## src/rtl/freq_count_latch_if.sv

```systemverilog
// Purpose: control inputs and latched-result outputs of the frequency-meter count/latch stage.
// Latency: none (wiring only).
// Backpressure: none; results are presented with a one-cycle valid pulse and no ready.
interface freq_count_latch_if #(
  parameter int DIGITS = 4
);
  // Measured signal (asynchronous to clk) and synchronous gate controls.
  logic                  sigIn;
  logic                  enable;
  logic                  clear;
  logic                  latch;
  logic [1:0]            testMode;

  // Latched measurement presented to the display driver.
  logic [4*DIGITS-1:0]   bcdOut;
  logic                  overflowOut;
  logic                  valid;

  // Control stage / display side.
  modport master (
    output sigIn, enable, clear, latch, testMode,
    input  bcdOut, overflowOut, valid
  );

  // Counter / latch block.
  modport slave (
    input  sigIn, enable, clear, latch, testMode,
    output bcdOut, overflowOut, valid
  );
endinterface

```

## src/rtl/freq_count_latch.sv

```systemverilog
// Purpose: gated BCD pulse counter with decade prescaler and capture register (FREQCNT_SATURATE_EN selects saturate-on-overflow).
// Latency: sigIn rise -> count update on 4th clk edge; latch rise -> bcdOut/valid on the sampling edge.
// Backpressure: none; edges outside the gate or in narrow pulses are dropped, valid is a single-cycle pulse.
module freq_count_latch #(
  parameter int DIGITS = 4
) (
  input logic               clk,
  input logic               reset,
  freq_count_latch_if.slave bus
);

  localparam int CW = 4 * DIGITS;

  // ---------------------------------------------------------------------
  // Input conditioning
  // ---------------------------------------------------------------------
  logic sync1;
  logic sync2;
  logic sigPrev;
  logic edgeFlag;

  // Two-flop synchronizer, then a registered rising-edge detect.
  always_ff @(posedge clk) begin
    if (reset) begin
      sync1    <= 1'b0;
      sync2    <= 1'b0;
      sigPrev  <= 1'b0;
      edgeFlag <= 1'b0;
    end else begin
      sync1    <= bus.sigIn;
      sync2    <= sync1;
      sigPrev  <= sync2;
      edgeFlag <= sync2 & ~sigPrev;
    end
  end

  // ---------------------------------------------------------------------
  // Decade prescaler
  // ---------------------------------------------------------------------
  logic [9:0] psc;
  logic [9:0] pscLimit;
  logic       countEdge;
  logic       tick;

  // Terminal prescaler value (divisor - 1) for the selected range.
  always_comb begin
    pscLimit = 10'd0;
    case (bus.testMode)
      2'd0:    pscLimit = 10'd0;
      2'd1:    pscLimit = 10'd9;
      2'd2:    pscLimit = 10'd99;
      default: pscLimit = 10'd999;
    endcase
  end

  // A ">=" compare lets a range change mid-gate (psc already past the new
  // limit) terminate on the next edge instead of running up to a wrap.
  assign countEdge = edgeFlag & bus.enable;
  assign tick      = countEdge & (psc >= pscLimit);

  // Prescaler state: clear wins over any edge arriving in the same cycle.
  always_ff @(posedge clk) begin
    if (reset || bus.clear) begin
      psc <= 10'd0;
    end else if (countEdge) begin
      psc <= tick ? 10'd0 : psc + 10'd1;
    end
  end

  // ---------------------------------------------------------------------
  // BCD counter
  // ---------------------------------------------------------------------
  logic [CW-1:0]   count;
  logic [CW-1:0]   countInc;
  logic [DIGITS:0] carry;
  logic            allNines;
  logic            ovf;

  // Ripple-carry BCD increment; carry out of the top digit means all-9s.
  always_comb begin
    countInc = count;
    carry    = '0;
    carry[0] = 1'b1;
    for (int i = 0; i < DIGITS; i++) begin
      if (carry[i]) begin
        if (count[4*i +: 4] >= 4'd9) begin
          countInc[4*i +: 4] = 4'd0;
          carry[i+1]         = 1'b1;
        end else begin
          countInc[4*i +: 4] = count[4*i +: 4] + 4'd1;
        end
      end
    end
  end

  assign allNines = carry[DIGITS];

  // Count register and sticky overflow; clear has priority over a tick.
  always_ff @(posedge clk) begin
    if (reset || bus.clear) begin
      count <= '0;
      ovf   <= 1'b0;
    end else if (tick) begin
      if (allNines) begin
        ovf <= 1'b1;
`ifdef FREQCNT_SATURATE_EN
        count <= count;
`else
        count <= countInc;
`endif
      end else begin
        count <= countInc;
      end
    end
  end

  // ---------------------------------------------------------------------
  // Capture register
  // ---------------------------------------------------------------------
  logic          latchPrev;
  logic          latchRise;
  logic [CW-1:0] bcdReg;
  logic          ovfReg;
  logic          validReg;

  // latchPrev resets high so a latch held across reset release is ignored.
  assign latchRise = bus.latch & ~latchPrev;

  // Snapshot the pre-update count/ovf on a latch rise; hold otherwise.
  always_ff @(posedge clk) begin
    if (reset) begin
      latchPrev <= 1'b1;
      bcdReg    <= '0;
      ovfReg    <= 1'b0;
      validReg  <= 1'b0;
    end else begin
      latchPrev <= bus.latch;
      validReg  <= latchRise;
      if (latchRise) begin
        bcdReg <= count;
        ovfReg <= ovf;
      end
    end
  end

  assign bus.bcdOut      = bcdReg;
  assign bus.overflowOut = ovfReg;
  assign bus.valid       = validReg;

endmodule

```

## src/flat_wrapper.sv

```systemverilog
// flat-port wrapper written by rule: the top's interface ports become plain ports
module freq_count_latch_flat 
#(
  parameter int DIGITS = 4
)
  (clk, reset, bus_sigIn, bus_enable, bus_clear, bus_latch, bus_testMode, bus_bcdOut, bus_overflowOut, bus_valid);
  freq_count_latch_if #(.DIGITS(DIGITS)) bus_i ();
  input logic clk;
  input logic reset;
  input wire logic [$bits(bus_i.sigIn)-1:0] bus_sigIn;
  input wire logic [$bits(bus_i.enable)-1:0] bus_enable;
  input wire logic [$bits(bus_i.clear)-1:0] bus_clear;
  input wire logic [$bits(bus_i.latch)-1:0] bus_latch;
  input wire logic [$bits(bus_i.testMode)-1:0] bus_testMode;
  output wire logic [$bits(bus_i.bcdOut)-1:0] bus_bcdOut;
  output wire logic [$bits(bus_i.overflowOut)-1:0] bus_overflowOut;
  output wire logic [$bits(bus_i.valid)-1:0] bus_valid;
  assign bus_i.sigIn = bus_sigIn;
  assign bus_i.enable = bus_enable;
  assign bus_i.clear = bus_clear;
  assign bus_i.latch = bus_latch;
  assign bus_i.testMode = bus_testMode;
  assign bus_bcdOut = bus_i.bcdOut;
  assign bus_overflowOut = bus_i.overflowOut;
  assign bus_valid = bus_i.valid;
  freq_count_latch #(.DIGITS(DIGITS)) u_core (.clk(clk), .reset(reset), .bus(bus_i));
endmodule
```

## config.mk

```make
export PLATFORM = sky130hd
export DESIGN_NAME = freq_count_latch_flat
export DESIGN_NICKNAME = d
export VERILOG_FILES = /design/src/rtl/freq_count_latch_if.sv /design/src/rtl/freq_count_latch.sv /design/src/flat_wrapper.sv
export SDC_FILE = /design/constraint.sdc
export NUM_CORES = 1
export LEC_CHECK = 0
export ABC_AREA = 1
export CAP_MARGIN = 30
export CORE_MARGIN = 5
export CORE_UTILIZATION = 45
export DETAILED_ROUTE_END_ITERATION = 10
export GPL_TIMING_DRIVEN = 0
export PLACE_DENSITY = 0.75
export RECOVER_POWER = 100
export SLEW_MARGIN = 25
export SYNTH_ARGS = -nofsm -noshare
export SYNTH_HDL_FRONTEND = slang
export SYNTH_SLANG_ARGS = --single-unit
```

## constraint.sdc

```tcl
create_clock -name clk -period 2 [get_ports clk]
set_input_delay 0.4 -clock clk [delete_from_list [all_inputs] [get_ports clk]]
set_output_delay 0.4 -clock clk [all_outputs]
set_load 0.1 [all_outputs]
```

## After elaboration in Yosys (flattened, before gate mapping)

Index checks and enable logic that the tools add are counted.

- Register bits: 50
- Input port bits: 8
- Output and inout port bits: 18
- Word-level logic and storage cells: 51

- Add/sub/neg operators: 5
- Order comparisons: 5
- Equality and inequality tests: 2
- Mux-type cells: 13
- Bitwise gates (word level): 6
- Reduce and logical (&&, ||, !) cells: 6

Operators with widths:

| kind | count |
|---|---|
| $pmux 10 s3 | 1 |
| $add 4x1->4 const B | 4 |
| $ge 4x4->1 const B | 4 |
| $mux 4 | 4 |
| $add 10x1->10 const B | 1 |
| $ge 10x10->1 | 1 |
| $mux 10 | 1 |
| $reduce_and 2->1 | 4 |
| $mux 1 | 7 |
| $and 1x1->1 | 4 |
| $eq 2x1->1 const B | 1 |
| $eq 2x2->1 const B | 1 |
| $logic_not 2->1 | 1 |
| $not 1->1 | 2 |
| $logic_or 1x1->1 | 1 |

## Depth between registers and ports, before layout

Gate-level depths: netlist of run 1.

- Word-level depth: 6
- Mapped depth: 13
- Depth with buffers taken out: 13

## Least setup slack after synthesis of run 1

Ideal clock, no wire load.

- Kind: in2reg
- From: in bus_testMode[0]
- To: reg u_core.count[4]
- Library setup time: 113 ps
- Data arrival time: 1642 ps
- Path slack: 245 ps
- Stages on the path: 11
- Path buffers: 1
- Cell sequence: nand2_1 ha_1 nand2_1 nor2_1 and2_1 nand3_2 nand3_4 buf_6 nand4_1 nand2_1 nor2_1

- Word-level cells in the longest chain between the ends: 5

RTL lines:

| element | RTL line | RTL |
|---|---|---|
| from (decl) | flat_wrapper.sv:14 | `input wire logic [$bits(bus_i.testMode)-1:0] bus_testMode;` |
| $eq 2x2->1, or another cell as far along | freq_count_latch.sv:48 | `case (bus.testMode)` |
| $pmux 10 s3 (*) | freq_count_latch.sv:48 |  |
| $ge 10x10->1 (*) | freq_count_latch.sv:59 | `assign tick = countEdge & (psc >= pscLimit);` |
| $and 1x1->1 (*) | freq_count_latch.sv:59 |  |
| $reduce_and 2->1 (no line) (*) | -- |  |
| to (signal assigned) | freq_count_latch.sv:109 | `count <= countInc;` |
| to (signal assigned) | freq_count_latch.sv:112 | `count <= countInc;` |
| to (decl) | freq_count_latch.sv:73 | `logic [CW-1:0] count;` |

Mark *: on every way between the ends. The rest lies on a longest branch, timed or not.
A chain may end at the register's enable or synchronous reset.

## Final worst setup path of run 1

- From: reg u_core.bcdReg[14] (netlist: u_core.bus.bcdOut[14])
- To: out bus_bcdOut[14]

RTL lines:

| element | RTL line | RTL |
|---|---|---|
| from (decl) | freq_count_latch.sv:122 | `logic [CW-1:0] bcdReg;` |
| from (signal assigned) | freq_count_latch.sv:140 | `bcdReg <= count;` |
| to (decl) | flat_wrapper.sv:15 | `output wire logic [$bits(bus_i.bcdOut)-1:0] bus_bcdOut;` |

No word-level cell between the ends.

==> results.md, run 1 <==
* Setup ws final at about 0.076 ns
* Max clock buf depth at 2
* Pre-CTS WS at -0.6041 ns
* CTS Root Cell: clkbuf_8
* Syn nets at 356
* Post-layout min period at 1.924 ns
* DRC Markers at 0
* Sink Count at 50
* Area of the multi-input gates at between 1000 and 1500 sq um
* Peak VDD IR at 435.7 uV
* Largest net degree at the start of global routing at 17
* Max_cap viols at 0
* # H-tree levels at 2
* Routed WL per cell at 11.19 um
* Crit path DAT at 1.52 ns
* Slew headroom at 20.19%
* Mean area per synthesized cell at 7.568 sq um
* DP HPWL at ~3700 um
* Nets at 392
* Reg2Reg Depth at 10
* Clock Latency Late Sink at 0.30 ns
* Finish-stage setup viols at 0
* DIE WIDTH at 84.27 um
* CP required at 1.60 ns
* Routed WL at 4888 um
* DR pass1 iterations at 5
* Vias/cell at 4.822
* Hold_sp: u_core.sigPrev$_SDFF_PP0_
* Total grt overflow at 0
* Reg2reg end: u_core.psc[2]$_SDFFE_PP0P_
* Crit. End Element: primary output
* Initial core utilization at between 40% and 50%
* Mapped Cells at 328
* Worst hold margin at 0.3930 ns
* Initial antenna violation count at 0
* Post-DP Area at between 2000 and 3000 sq um
* Hold Path End: u_core.edgeFlag$_SDFF_PP0_
* FF-to-FF Start: u_core.psc[3]$_SDFFE_PP0P_
* Number of I/O pins at 26
* Actual slew at the worst max-slew pin at 1.202 ns
* Core box area at 5439 sq um
* Die Y-Extent at 84.27 um
* P&R area growth vs syn at 16.68%
* Final cycle utilization of the critical path at a little under 100%
* Pwr/cell area at ~680 nW/um^2
* FF/Latch Area at about 1000 sq um
* CP max stage delay at 0.87 ns
* Max FO, Critical Path at 2
* Post-route cell area at 2897 sq um
* R2R Setup Slk at 0.20 ns
* Synthesized cell area at ~2500 sq um
* Slowest cell on the critical path: clkbuf_1
* Vias in the first global route at 1,891
* FMAX at 519.6 MHz
* Unrepaired setup endpoints after global routing: no
* Synth warnings at 0
* Clock skew at roughly 0.0055 ns
* Total number of vias at approximately 2,100
* Worst-path cell chain: clkbuf_1
* CP bufs+invs at 1
* Yosys reg bits at 50
* Port bufs at 25
* Final GP Congestion at 0.8221
* Fillers at approximately 540
* Max-slew violations at 0
* Post-route ant nets at 0
* CTS tree: built
* CTS Buf Count at 5
* Post-synthesis cell type count at 30
* Total track usage at 14.18%
* Sequential-to-total area share from yosys stat at 40.32%
* Row cnt at 27
* CTS clk-pin slew, worst paths at 0.09 ns
* Die area at ~7000 sq um
* Share of cells above drive strength 1 at about a tenth
* First-pass GRT wire length at 8611 um
* Static Leak at 1.267 nW
* # diodes at 0
* Startpoint types: register
* Total power at just under 2 mW
* WS Path Type: reg2out
* CP top delay family: buffers and inverters
* DRT iter0 DRCs at 136
* Hold Crit Class: reg2reg
* Hold Vio Cnt, Final at 0
* Outcome: completed
* Hold depth at 1
* Final Util at a little over half
[cell families (layout without fill, tap and decap cells)]
| kind of cell | count (synthesis) | count (layout) | synth area share (%) |
|---|---|---|---|
| AOI/OAI and AO/OA | 50 | 50 | 10.33 |
| xor gates and xnor gates | 11 | 11 | 3.881 |
| adders and majority gates | 20 | 20 | 10.08 |
| buffers and inverters | 51 | 88 | 8.014 |
| DFF | 50 | 50 | 40.32 |
| and+or+nand+nor | 146 | 146 | 27.37 |
[per-layer routing]
layer  part of all wire, %  track usage (%)  routed length [um]  vias up
met5                     0                0                   0        -
met3                   4.4            3.337                 213        2
met4                  0.16            1.754                   8        0
met1                    50            19.46                2422      941
li1                      -                -                   -     1125
met2                    46            23.39                2243       39
[state kept, by name (all words and copies together), names as in the netlist]
name	cells
u_core.latchPrev	1
u_core.bus.valid	1
u_core.sync2	1
u_core.sync1	1
u_core.sigPrev	1
u_core.psc	10
u_core.ovf	1
u_core.count	16
u_core.edgeFlag	1
u_core.bus.bcdOut	16
u_core.bus.overflowOut	1
[placed cells by master, fill, tap and decap left out, types with 5 or more instances in the layout]
cell type | Yosys | layout
dfxtp_1 | 50 | 50
ha_1 | 20 | 17
o21ai_0 | 19 | 19
nand4_1 | 12 | 12
clkbuf_1 | 5 | 24
nor2_1 | 39 | 36
nand3_1 | 10 | 11
xor2_1 | 10 | 10
a21oi_1 | 27 | 27
nand2_1 | 66 | 65
inv_1 | 41 | 41
clkbuf_8 | 0 | 5
[worst max-delay path by stage]
| stage | cells after the start | start | endpoint |
|---|---|---|---|
| 2_1_floorplan | 11 | bus_testMode[0] | u_core.count[4]$_SDFFE_PP0P_ |
| 3_3_place_gp | 12 | bus_testMode[1] | u_core.count[13]$_SDFFE_PP0P_ |
| 4_1_cts | 13 | bus_testMode[1] | u_core.psc[2]$_SDFFE_PP0P_ |
| 3_5_place_dp | 12 | bus_testMode[1] | u_core.count[13]$_SDFFE_PP0P_ |
| 5_1_grt | 1 | u_core.bus.bcdOut[14]$_SDFFE_PP0P_ | bus_bcdOut[14] |
| 6_report | 1 | u_core.bus.bcdOut[14]$_SDFFE_PP0P_ | bus_bcdOut[14] |
[layout make-up]
type / count / area share, %
buffer: 7 / 1.166
clock buffer: 5 / 2.376
clock inverter: 3 / 1.512
inverter: 44 / 5.702
multi-input combinational: 227 / 46.00
sequential: 50 / 34.56
tap: 72 / 3.110
timing repair buffer: 29 / 5.572
[where the power goes]
part           switching (mW)  internal (mW)  total [mW]
sequential            0.00872           1.02        1.02
clock                   0.333          0.375       0.708
combinational           0.195         0.0472       0.242
total                   0.536           1.44        1.97
[synth_stat cells]
| master | count | area share (%) |
|---|---|---|
| xor2_1 | 10 | 3.5 |
| nand2_2 | 2 | 0.50 |
| ha_1 | 20 | 10 |
| nor2_2 | 1 | 0.25 |
| o21ai_1 | 1 | 0.20 |
| nand2_1 | 66 | 10 |
| nand3_4 | 1 | 0.71 |
| o21bai_1 | 1 | 0.30 |
| a21oi_1 | 27 | 5.4 |
| inv_2 | 2 | 0.30 |
| nand3_2 | 4 | 1.6 |
| nor3_2 | 1 | 0.40 |
| a31oi_1 | 1 | 0.25 |
| nand4_1 | 12 | 3.0 |
| clkinv_1 | 1 | 0.15 |
| buf_6 | 1 | 0.45 |
| nor3_1 | 4 | 0.81 |
| buf_1 | 1 | 0.15 |
| dfxtp_1 | 50 | 40 |
| or2_2 | 2 | 0.50 |
| clkbuf_1 | 5 | 0.76 |
| nand3_1 | 10 | 2.0 |
| inv_1 | 41 | 6.2 |
| and2_1 | 1 | 0.25 |
| nor3b_2 | 1 | 0.50 |
| o21ai_0 | 19 | 3.8 |
| nand2_4 | 2 | 0.91 |
| a21o_1 | 1 | 0.30 |
| xnor2_1 | 1 | 0.35 |
| nor2_1 | 39 | 5.9 |
[per-stage QoR]
| step | instances | setup TNS (ns) |
|---|---|---|
| 2_1_floorplan | 328 | 0 |
| 3_3_place_gp | 425 | -14.05 |
| 3_5_place_dp | 425 | -14.96 |
| 4_1_cts | 434 | 0 |
| 5_1_grt | 437 | 0 |
| 6_report | 437 | 0 |
[timing repair]
action,in CTS,in global routing
gates cloned,1,0
buffers inserted,0,3
hold buffers,0,0
gates resized for setup,28,4
endpoints found under the setup margin,45,27
pin swaps,3,0
Note: power is estimated with default switching activity, not from simulation.
==> run 2: changes to the inputs <==
- clock period: 2 -> 2.13 ns (I/O delays scaled with it)
==> run 2 against run 1 <==
Compared with the run above:
- final cell count is the same
- setup slack improved by 0.043 ns
- routed wire length decreased by 0.55%
- sequential share of layout area up 0.26 points
- clock-buffer cell count stayed put
- global-route usage down 0.35 points
- non-clock buffer count unchanged
==> results.md, run 2 (synthesized netlist as in run 1, its figures left out) <==
* Outcome: completed
* Post-route cell area at 2875 sq um (-0.73%)
* Post-DP Area at 2823 sq um (unchanged)
* DRC Markers at 0 (unchanged)
* Sink Count at 50 (unchanged)
* Hold buffer count at cts at 0 (unchanged)
* Peak VDD IR at 412.6 uV (-5.3%)
* Post-layout min period at 2.012 ns
* First-pass GRT wire length at 8431 um (-2.1%)
* Final GP Congestion at 0.8221 (unchanged)
* FMAX at 497.1 MHz
* Vias in the first global route at 1,877 (-0.74%)
* CP required at 2.33 ns (+0.73 ns)
* Die area at 7101 sq um (unchanged)
* Max_cap viols at 0 (unchanged)
* Routed WL at 4861 um (-0.55%)
* FF-to-FF Start: u_core.psc[3]$_SDFFE_PP0P_
* Max clock buf depth at 2 (unchanged)
* Finish-stage setup viols at 0 (unchanged)
* DP HPWL at 3668 um (unchanged)
* Largest net degree at the start of global routing at 17 (unchanged)
* CTS clk-pin slew, worst paths at 0.09 ns (about the same)
* Post-route ant nets at 0 (unchanged)
* Number of I/O pins at 26 (unchanged)
* Share of cells above drive strength 1 at 9.315% (-0.27 points)
* Actual slew at the worst max-slew pin at 1.202 ns (-0.000001580 ns)
* Total power at 1.855 mW (-6.1%)
* Initial core utilization at 45.64% (unchanged)
* Core box area at 5439 sq um (unchanged)
* Clock skew at 0.004558 ns (-0.0009227 ns)
* Clock Latency Late Sink at 0.30 ns (about the same)
* DRT iter0 DRCs at 112 (-18%)
* Hold Vio Cnt, Final at 0 (unchanged)
* Startpoint types: input port
* Routed WL per cell at 11.12 um (-0.55%)
* Initial antenna violation count at 0 (unchanged)
* Static Leak at 1.272 nW (+0.42%)
* Max-slew violations at 0 (unchanged)
* P&R area growth vs syn at 15.83%
* Logic pwr share at 12.1% (-0.2 points)
* R2R Setup Slk at 0.33 ns (+0.13 ns)
* Hold_sp: u_core.sigPrev$_SDFF_PP0_
* Crit. End Element: register
* NetSw at 0.5057 mW (-5.7%)
* Vias/cell at 4.824 (about the same)
* Net Sw Frac at 27.26% (+0.096 points)
* Critical path launch point: bus_testMode[1]
* Clock share of power at 36.0% (+0.2 points)
* Final Util at 52.86% (-0.39 points)
* Crit path DAT at 2.21 ns (+0.69 ns)
* Max FO, Critical Path at 6 (+4)
* Sequential share of power at 51.9% (about the same)
* Nets at 392 (unchanged)
* Final TNS setup at 0 ns (unchanged)
* Final cycle utilization of the critical path at 94.44%
* Row cnt at 27 (unchanged)
* Pwr/cell area at 645.2 nW/um^2 (-5.4%)
* Hold Path End: u_core.edgeFlag$_SDFF_PP0_
* Die Y-Extent at 84.27 um (unchanged)
* Slew headroom at 20.19% (about the same)
* Cell internal pwr at 1.349 mW (-6.2%)
* Hold depth at 1 (unchanged)
* DR pass1 iterations at 4 (-1)
* Total grt overflow at 0 (unchanged)
* Hold Crit Class: reg2reg
* Commonest non-fill, non-tap cell in the layout: nand2_1
* Most frequent cells in the layout: nand2_1 (65), dfxtp_1 (50), inv_1 (41)
* Reg2Reg Depth at 10 (unchanged)
* WS Path Type: in2reg
* CTS Root Cell: clkbuf_8
* DIE WIDTH at 84.27 um (unchanged)
* # diodes at 0 (unchanged)
* Reg2reg end: u_core.psc[2]$_SDFFE_PP0P_
* CTS Buf Count at 5 (unchanged)
* # H-tree levels at 2 (unchanged)
* CTS tree: built
* Port bufs at 25 (unchanged)
* Total track usage at 13.84% (-0.35 points)
* Total number of vias at 2,108 (+0.047%)
run 2: cell count changes in the layout (fill, tap and decap cells not counted), sizes merged:
cell,previous run,this run
clkbuf,30,29
dlymetal6s2s,0,1
run 2: repair_timing:
action,4_1_cts,5_1_grt
pin swaps,0,4
resized for setup,21,6
endpoints found under the setup margin,45,27
buffers inserted,0,3
gates cloned,0,1
run 2: cell type report:
type / instances / area (sq um)
buffer: 7 / 33.78
clock buffer: 5 / 68.82
clock inverter: 3 / 43.79
fill: 540 / 2564
inverter: 44 / 165.2
multi-input combinational: 227 / 1304
sequential: 50 / 1001
tap: 72 / 90.09
timing repair buffer: 29 / 168.9
run 2: per-layer routing:
layer | up-vias | GRT usage [%] | wire (um) | share of wire [%]
met5 | - | 0 | 0 | 0
met4 | 0 | 1.754 | 17 | 0.35
met3 | 4 | 3.337 | 222 | 4.6
met2 | 43 | 22.81 | 2224 | 46
met1 | 938 | 18.92 | 2395 | 49
li1 | 1123 | - | - | -
run 2: power by group through the flow:
stage | clock network [mW] | registers [mW] | logic (mW)
3_3_place_gp | 0 | 0.984 | 0.238
3_5_place_dp | 0 | 0.984 | 0.239
2_1_floorplan | 0 | 1.10 | 0.0595
6_report | 0.669 | 0.962 | 0.224
4_1_cts | 0.685 | 0.962 | 0.230
5_1_grt | 0.730 | 0.965 | 0.240
run 2: worst max-delay path, cell delays in order:
cell and delay [ns]:
dlygate4sd2_1 0.34, nand2_2 0.13, ha_1 0.31, nand2_1 0.08, nor2_2 0.14, nand3_1 0.10, nor2_2 0.11, nor2_2 0.06
nand3_4 0.15, buf_4 0.17, nand4_1 0.07, nand2_1 0.09, nor2_1 0.04
run 2: worst max-delay path by stage:
stage / endpoint / slack [ns]
2_1_floorplan: u_core.count[4]$_SDFFE_PP0P_ / 0.35
3_3_place_gp: u_core.count[13]$_SDFFE_PP0P_ / -0.46
3_5_place_dp: u_core.count[13]$_SDFFE_PP0P_ / -0.50
4_1_cts: u_core.count[15]$_SDFFE_PP0P_ / -0.003
5_1_grt: u_core.count[3]$_SDFFE_PP0P_ / -0.02
6_report: u_core.count[12]$_SDFFE_PP0P_ / 0.12
run 2: per-stage QoR:
stage               setup slack [ns]  hold slack (ns)  instances
floorplan                     0.3490           0.3728        328
global placement             -0.4562           0.3768        425
detailed placement           -0.5001           0.3852        425
CTS                        -0.002740           0.3988        433
global route                -0.01851           0.4203        437
finish                        0.1184           0.3932        437
